**config.mk**
```make
export PLATFORM = sky130hd
export DESIGN_NAME = load_store_unit
export DESIGN_NICKNAME = d
export VERILOG_FILES = /design/src/rtl/mem_pkg.sv /design/src/rtl/lsu_lane_unit.sv /design/src/rtl/load_store_unit.sv
export SDC_FILE = /design/constraint.sdc
export NUM_CORES = 1
export LEC_CHECK = 0
export BUFFER_PORTS_ARGS = -buffer_cell sky130_fd_sc_hd__clkbuf_2
export CORE_ASPECT_RATIO = 1.4
export CORE_MARGIN = 4
export CORE_UTILIZATION = 55
export CTS_CLUSTER_DIAMETER = 100
export DETAILED_ROUTE_END_ITERATION = 10
export MAX_ROUTING_LAYER = met4
export PLACE_DENSITY = 0.84
export SYNTH_ARGS = -nofsm -noshare
export SYNTH_HDL_FRONTEND = slang
export SYNTH_HIERARCHICAL = 1
export SYNTH_SLANG_ARGS = --single-unit
```
**constraint.sdc**
```tcl
create_clock -name clk -period 4.35 [get_ports clk]
set_clock_uncertainty 0.05 [all_clocks]
set_input_delay 0.6525 -clock clk [delete_from_list [all_inputs] [get_ports clk]]
set_output_delay 0.6525 -clock clk [all_outputs]
set_load 0.02 [all_outputs]
```
**src/rtl/mem_pkg.sv**
```systemverilog
// Shared funct3 codes, FSM state type and the access legality check for the load/store unit.
// Declarations only: no state, no latency, no flow control.
package mem_pkg;

  localparam logic [2:0] F3_B  = 3'b000;
  localparam logic [2:0] F3_H  = 3'b001;
  localparam logic [2:0] F3_W  = 3'b010;
  localparam logic [2:0] F3_BU = 3'b100;
  localparam logic [2:0] F3_HU = 3'b101;

  typedef enum logic [1:0] {IDLE, RD_WAIT, WRITE, DONE} lsu_state_t;

  // Unsigned sub-word codes have no store form, so they are illegal for writes.
  function automatic logic is_misaligned(input logic [2:0] funct3, input logic write,
                                         input logic [1:0] addr_lo);
    logic bad;
    bad = 1'b1;
    case (funct3)
      F3_B:    bad = 1'b0;
      F3_H:    bad = addr_lo[0];
      F3_W:    bad = (addr_lo != 2'b00);
      F3_BU:   bad = write;
      F3_HU:   bad = write | addr_lo[0];
      default: bad = 1'b1;
    endcase
    return bad;
  endfunction

endpackage

```
**src/rtl/lsu_lane_unit.sv**
```systemverilog
// Byte-lane steering shared by the load extract path and the store merge path.
// Purely combinational (zero latency); no flow control.
module lsu_lane_unit
  import mem_pkg::*;
(
  input  logic [31:0] rdata,
  input  logic [1:0]  offset,
  input  logic [2:0]  funct3,
  input  logic [31:0] wdata,
  output logic [31:0] load_val,
  output logic [31:0] store_word
);

  logic [4:0]  byte_sh;
  logic [4:0]  half_sh;
  logic [31:0] shifted;

  assign byte_sh = {offset, 3'b000};
  assign half_sh = {offset[1], 4'b0000};
  assign shifted = rdata >> byte_sh;

  always_comb begin
    load_val = rdata;
    case (funct3)
      F3_B:    load_val = {{24{shifted[7]}}, shifted[7:0]};
      F3_BU:   load_val = {24'd0, shifted[7:0]};
      F3_H:    load_val = {{16{shifted[15]}}, shifted[15:0]};
      F3_HU:   load_val = {16'd0, shifted[15:0]};
      default: load_val = rdata;
    endcase
  end

  always_comb begin
    store_word = wdata;
    case (funct3)
      F3_B:    store_word = (rdata & ~(32'h0000_00FF << byte_sh)) | ({24'd0, wdata[7:0]} << byte_sh);
      F3_H:    store_word = (rdata & ~(32'h0000_FFFF << half_sh)) | ({16'd0, wdata[15:0]} << half_sh);
      default: store_word = wdata;
    endcase
  end

endmodule

```
**src/rtl/load_store_unit.sv**
```systemverilog
// Word-memory initiator for RISC-V byte/half/word loads and stores; sub-word stores are read-modify-write.
// Load done at READ_LATENCY+2, SW at 2, SB/SH at READ_LATENCY+3, errors at 1; requests while busy are dropped, clk_enable freezes all state.
module load_store_unit
  import mem_pkg::*;
#(
  parameter int READ_LATENCY = 2
) (
  input  logic        clk,
  input  logic        rst,
  input  logic        clk_enable,
  input  logic        req_valid,
  input  logic        req_write,
  input  logic [2:0]  req_funct3,
  input  logic [31:0] req_addr,
  input  logic [31:0] req_wdata,
  output logic        busy,
  output logic        done,
  output logic        misaligned,
  output logic [31:0] load_data,
  output logic [31:0] mem_addr,
  output logic [31:0] mem_wdata,
  output logic        mem_we,
  input  logic [31:0] mem_rdata
);

  localparam int CW = (READ_LATENCY < 1) ? 1 : $clog2(READ_LATENCY + 1);
  localparam logic [CW-1:0] CNT_LAST = CW'(READ_LATENCY);

  lsu_state_t    state;
  logic [CW-1:0] cnt;
  logic [1:0]    offset;
  logic [2:0]    funct3_q;
  logic          write_q;
  logic [31:0]   wdata_q;
  logic          we_q;
  logic [31:0]   load_val;
  logic [31:0]   store_word;

  lsu_lane_unit u_lane (
    .rdata      (mem_rdata),
    .offset     (offset),
    .funct3     (funct3_q),
    .wdata      (wdata_q),
    .load_val   (load_val),
    .store_word (store_word)
  );

  // A frozen or resetting cycle must never write, even if WRITE is pending.
  assign mem_we = we_q & ~rst & clk_enable;

  always_ff @(posedge clk) begin
    if (rst) begin
      state      <= IDLE;
      cnt        <= '0;
      offset     <= '0;
      funct3_q   <= '0;
      write_q    <= 1'b0;
      wdata_q    <= '0;
      we_q       <= 1'b0;
      busy       <= 1'b0;
      done       <= 1'b0;
      misaligned <= 1'b0;
      load_data  <= '0;
      mem_addr   <= '0;
      mem_wdata  <= '0;
    end else if (clk_enable) begin
      done <= 1'b0;
      we_q <= 1'b0;
      case (state)
        IDLE: begin
          if (req_valid) begin
            mem_addr <= {req_addr[31:2], 2'b00};
            offset   <= req_addr[1:0];
            funct3_q <= req_funct3;
            write_q  <= req_write;
            wdata_q  <= req_wdata;
            cnt      <= '0;
            busy     <= 1'b1;
            if (is_misaligned(req_funct3, req_write, req_addr[1:0])) begin
              state      <= DONE;
              done       <= 1'b1;
              misaligned <= 1'b1;
            end else if (req_write && (req_funct3 == F3_W)) begin
              state     <= WRITE;
              we_q      <= 1'b1;
              mem_wdata <= req_wdata;
            end else begin
              state <= RD_WAIT;
            end
          end
        end
        RD_WAIT: begin
          // Address was registered on acceptance; memory adds READ_LATENCY edges after that.
          if (cnt == CNT_LAST) begin
            if (write_q) begin
              state     <= WRITE;
              we_q      <= 1'b1;
              mem_wdata <= store_word;
            end else begin
              state      <= DONE;
              done       <= 1'b1;
              misaligned <= 1'b0;
              load_data  <= load_val;
            end
          end else begin
            cnt <= cnt + CW'(1);
          end
        end
        WRITE: begin
          state      <= DONE;
          done       <= 1'b1;
          misaligned <= 1'b0;
        end
        DONE: begin
          state <= IDLE;
          busy  <= 1'b0;
        end
        default: begin
          state <= IDLE;
          busy  <= 1'b0;
        end
      endcase
    end
  end

endmodule
```
Yosys cells after proc, flatten, opt, wreduce, memory -nomap -nowiden

Index checks and enable logic that the tools add are counted.
Widths: inputs -> output; s select.

Bits in latches: 0
Bits in read-only memories: 0
Register bits: 140
Bits in writable memories: 0
Input port bits: 104
Memories: 0

Multiply operators: 0
$add $sub $neg: 1
Bitwise operators: 11
Magnitude comparators: 0
Reductions and logical operators: 15
Div/mod/pow operators: 0
Shifts and indexed selects: 5
Muxes and demuxes: 40
Equal/unequal tests: 19

Operators by type and width:

| cell                  | number |
|---|---|
| $mux 32               | 5 |
| $pmux 32 s2           | 2 |
| $pmux 32 s4           | 1 |
| $and 32x32->32        | 2 |
| $not 32->32           | 2 |
| $or 32x32->32         | 2 |
| $shl 16x5->32         | 1 |
| $shl 16x5->32 const A | 1 |
| $shl 8x5->32          | 1 |
| $shl 8x5->32 const A  | 1 |
| $shr 32x5->16         | 1 |
| $mux 1                | 19 |
| $ne 2x2->1 const B    | 8 |
| $eq 3x3->1 const B    | 4 |
| $mux 2                | 6 |
| $reduce_and 3->1      | 3 |
| $pmux 2 s4            | 1 |
| $reduce_and 4->1      | 2 |
| $reduce_and 7->1      | 1 |
| $eq 2x2->1 const B    | 3 |
| $eq 3x1->1 const B    | 2 |
| $logic_not 3->1       | 2 |
| $pmux 1 s3            | 2 |
| $reduce_and 6->1      | 1 |
| 13 further kinds      | 18 |

Longest topological paths before layout

Word-level depth: 9
Gate-level depth with buffers: 9

Modules after synthesis

Netlist, hierarchy kept.

Modules (own cells, without submodules):

| module          | seq. area each (sq um) | times used | cells each | area each (sq um) |
|---|---|---|---|---|
| load_store_unit | 2802.7                 | 1          | 661        | 5662.9 |
| lsu_lane_unit   | 0.0                    | 1          | 224        | 1451.4 |

Worst setup path before layout

OpenSTA, ideal clock, no wires.

Kind: in2out
From: in rst
To: out mem_we
Required time: 3.648 ns
Setup slack: 2.201 ns
Arrival time: 1.447 ns
Path buffers: 2
Cell stages on the path: 4
Path through: clkbuf_1 clkbuf_1 inv_1 and3_1

Longest elaborated chain between the ends: 3

Ends and longest elaborated chain:

| item                     | line                  | source |
|---|---|---|
| start: declaration       | load_store_unit.sv:9  | `input logic rst,` |
| $not 1->1                | load_store_unit.sv:49 | `assign mem_we = we_q & ~rst & clk_enable;` |
| $and 1x1->1 (2 in a row) | load_store_unit.sv:49 |  |
| end: declaration         | load_store_unit.sv:22 | `output logic mem_we,` |

No other way between the ends.

Worst setup path after layout

From: reg state[0]
To: reg mem_wdata[25]

Longest elaborated chain between the ends: 3

Ends and longest elaborated chain:

| item                                                      | line                  | source |
|---|---|---|
| start: declaration                                        | load_store_unit.sv:29 | `lsu_state_t state;` |
| start signal: assignment                                  | load_store_unit.sv:53 | `state <= IDLE;` |
| start signal: assignment                                  | load_store_unit.sv:80 | `state <= DONE;` |
| start signal: assignment                                  | load_store_unit.sv:84 | `state <= WRITE;` |
| $eq 2x1->1 or $logic_not 2->1 (tied branches)             | load_store_unit.sv:69 | `case (state)` |
| $ne 2x2->1 (no line) or $reduce_bool 2->1 (tied branches) | -                     |  |
| $reduce_and 7->1 (no line)                                | -                     |  |
| end signal: assignment                                    | load_store_unit.sv:86 | `mem_wdata <= req_wdata;` |
| end signal: assignment                                    | load_store_unit.sv:98 | `mem_wdata <= store_word;` |
| end: declaration                                          | load_store_unit.sv:21 | `output logic [31:0] mem_wdata,` |

Parallel ways exist; a longest one is shown, timed or not.
A chain may end at the register's enable or synchronous reset.

==> impl_results.md <==
* Status: finished, final reports clean
* Ys async rst share at 0%
* CTS tree: built
* Multi-input gate area at 3890 um^2
* Pre-CTS WS at 1.54 ns
* Layout cells sized above 1 at 28.6%
* Finished Cell Area at 8710 um^2
* NetSw at roughly 1.2 mW
* Largest net degree at the start of global routing at 76
* Setup ws final at 1.56 ns
* Power Total at 3.94 mW
* Flop2flop setup slack at around 1.6 ns
* Busiest layer in global routing: met2
* DRT iter0 DRCs at 683
* Dpl cell area at 8040 um^2
* Dpl cells at 1171
* Most instantiated cells after synthesis: nand2_1 (250), dfxtp_1 (140), a21oi_1 (136), clkbuf_1 (49), mux2i_1 (48)
* Final setup fails at 0
* CTS Hold Bufs at 0
* GRT Residual Overflow at 0
* IO Pins at 204
* Synth-to-Final Area Change at 22.4%
* Synth Area in Adders at under 10%
* Internal at roughly 2.7 mW
* P_leak at ~3.6 nW
* Top cells by area, synth: dfxtp_1 (39%), nand2_1 (13%), a21oi_1 (9.6%), mux2i_1 (6.8%), a211oi_2 (5.3%)
* Critical Path Source Type: flip-flop
* Gr usage total at 29.6%
* Resized Gates After CTS at 0
* PD cells at approximately 450 nW/um^2
* FMAX at 358 MHz
* Maximum VDD drop at 0.322 mV
* Hold slack at 0.401 ns
* Seq/Total Area, Yosys at 39.4%
* Initial core utilization at between 50% and 60%
* Clock power frac at 41.2%
* Vias/cell at 5.86
* Clock root buffer: clkbuf_16
* Worst-case clock buffer depth at 2
* Sink Count at 140
* Final hold violation count at 0
* Critical-path cell list: inv_1 > ha_1 > nor2b_1 > a2111oi_4 > buf_4 > and2_1 > buf_4 > a211oi_2
* H-tree depth at 4
* DIE AREA at 14800 um^2
* Chip Width at ~100 um
* Setup TNS at 0 ns
* Total Wirelength at 21.7 mm
* CP dominant cell by count: buf_4
* Post-synthesis compound-gate area fraction at between 20% and 30%
* Max stage delay on crit path at 0.43 ns
* FILL cells at 1035
* Post-CTS Setup Bufs at 0
* Met2 usage at approximately 48%
* Syn Area/Cell at 8.04 um^2
* Final ANT Viol Nets at 0
* Initial antenna violation count at 1
* TritonCTS Buffers at 17
* Worst-path fanout max at 33
* EDFF count, synth at 0
* Critical path class: reg2reg
* Max-Cap Viols at 0
* Top FF cell, synth: dfxtp_1
* Met1 usage at 34.8%
* Period minus WS final at 2.79 ns
* Worst Setup End Kind: flip-flop
* Sequential share of power at between 30% and 40%
* Reg clk slew, reported paths at 0.06 ns
* Final period util at 64.1%
* First-pass GRT wire length at 34.6 mm
* Slew HR at 26.7%
* WL per Instance at 18.1 um
* Count leader, synth: nand2_1
* Util after Layout at between 60% and 70%
* Sequential cell area at 2800 um^2
* CP startpoint: state[0]
* R2R Path Start: state[0]
* Core area at 12500 um^2
* Hold Path Class: in2reg
* Final Net Count at 1150
* Post-Synth Simple-Gate Area at 17.1%
* Routed vias at 7058
* Port Buffer Count at roughly 200
* Cells after synthesis at 885
* Max-slew violations at 0
* First drt pass iteration count at 5
* DIE HEIGHT at 143 um
* Largest area contributor in the netlist: dfxtp_1
* GPL Wtd Cong at 0.992
* Combinational power share at 22.3%
* Slew @ Worst Pin at 1.10 ns
* Synth unique cells at 51
* Largest family of logic cells by synthesized area: compound AO/OA/AOI/OAI gates
* RSZ-0062 raised after global routing: no
* Post-synth top area share at approximately two fifths
* Ys Warns at 6
* Mapped Area at 7110 um^2
* Met3 Usage GRT at ~6.9%
* Crit path required time at 4.55 ns
* Xor/xnor share of the synthesized area at 0%
* Slowest CP cell: buf_4
* Hpwl dp at between 15 and 20 mm
* Post-synthesis mux area share at 9.76%
* Arr. time, crit path at roughly 3 ns
* Beginning of the worst hold path: req_addr[4]
* Clk_lat worst skew at 0.42 ns
* Sw Share at 30.4%
* Vias in the first global route at 6937
* Row count at between 40 and 50
* # DRC at 0
* Fin cells at 1204
* Yosys reg bits at 140
[critical path: cells and delay by family (launching register included)]
family	cells	cell delay (ns)
buffers and inverters	3	0.88
flip-flops	1	0.41
AND/OR/NAND/NOR	2	0.43
adder cells (fa/ha/maj)	1	0.36
AO/OA/AOI/OAI	2	0.47
[sequential cells by signal, indices dropped and copies added (netlist names)]
signal / flops
load_data: 32
mem_wdata: 32
wdata_q: 32
mem_addr: 30
funct3_q: 3
cnt: 2
offset: 2
state: 2
busy: 1
done: 1
misaligned: 1
we_q: 1
write_q: 1
[layout make-up]
cell class / instances / area share [%]
flip-flops and latches: 140 / 32.2
clock inverters: 13 / 2.44
clock buffers: 19 / 5.20
inverters: 20 / 0.862
multi-input cells: 650 / 44.7
well taps: 150 / 2.15
repair buffers: 211 / 12.4
diodes: 1 / 0.0287
[cells by family (layout without fill, tap and decap cells)]
group / count (synthesis) / count (layout)
simple gates: 301 / 301
compound gates: 275 / 275
flops: 140 / 140
buf+inv: 96 / 263
mux: 66 / 66
fa+ha+maj: 6 / 6
other cells: 1 / 3
[power groups by stage]
stage	Clock (mW)	Combinational, mW	Sequential [mW]
floorplan	0	0.571	1.51
detailed placement	0	0.862	1.46
CTS	1.64	0.870	1.44
global route	1.70	0.954	1.45
global placement	0	0.848	1.46
finish	1.63	0.878	1.44
[layer usage]
| metal | vias up | share of wire, % | routed length, um |
|---|---|---|---|
| li1 | 3388 | - | - |
| met1 | 3247 | 40 | 8710 |
| met2 | 359 | 48 | 10400 |
| met3 | 64 | 8.1 | 1750 |
| met4 | 0 | 4.2 | 906 |
| met5 | - | 0 | 0 |
[placed cells by master, fill, tap and decap left out, drive strengths merged, types with 3 or more instances in the layout]
master and instances:
nand2 250, clkbuf 219, dfxtp 140, a21oi 136
mux2i 48, a211oi 33, o21ai 25, inv 22
nor2 20, a21o 18, mux2 17, buf 11
o22ai 10, o31ai 9, a22oi 9, o22a 8
a222oi 8, ha 6, nand2b 5, nand3b 5
bufinv 5, nor3 4, clkinv 4, and2 3
nor2b 3, o211ai 3, o221ai 3, nand3 3
[worst paths after layout]
kind,end,cells past startpoint
min,mem_addr[4],3
min reg2reg,mem_addr[17],2
max reg2reg,mem_wdata[25],8
max,mem_wdata[25],8
Power figures use the tool's default switching activity.
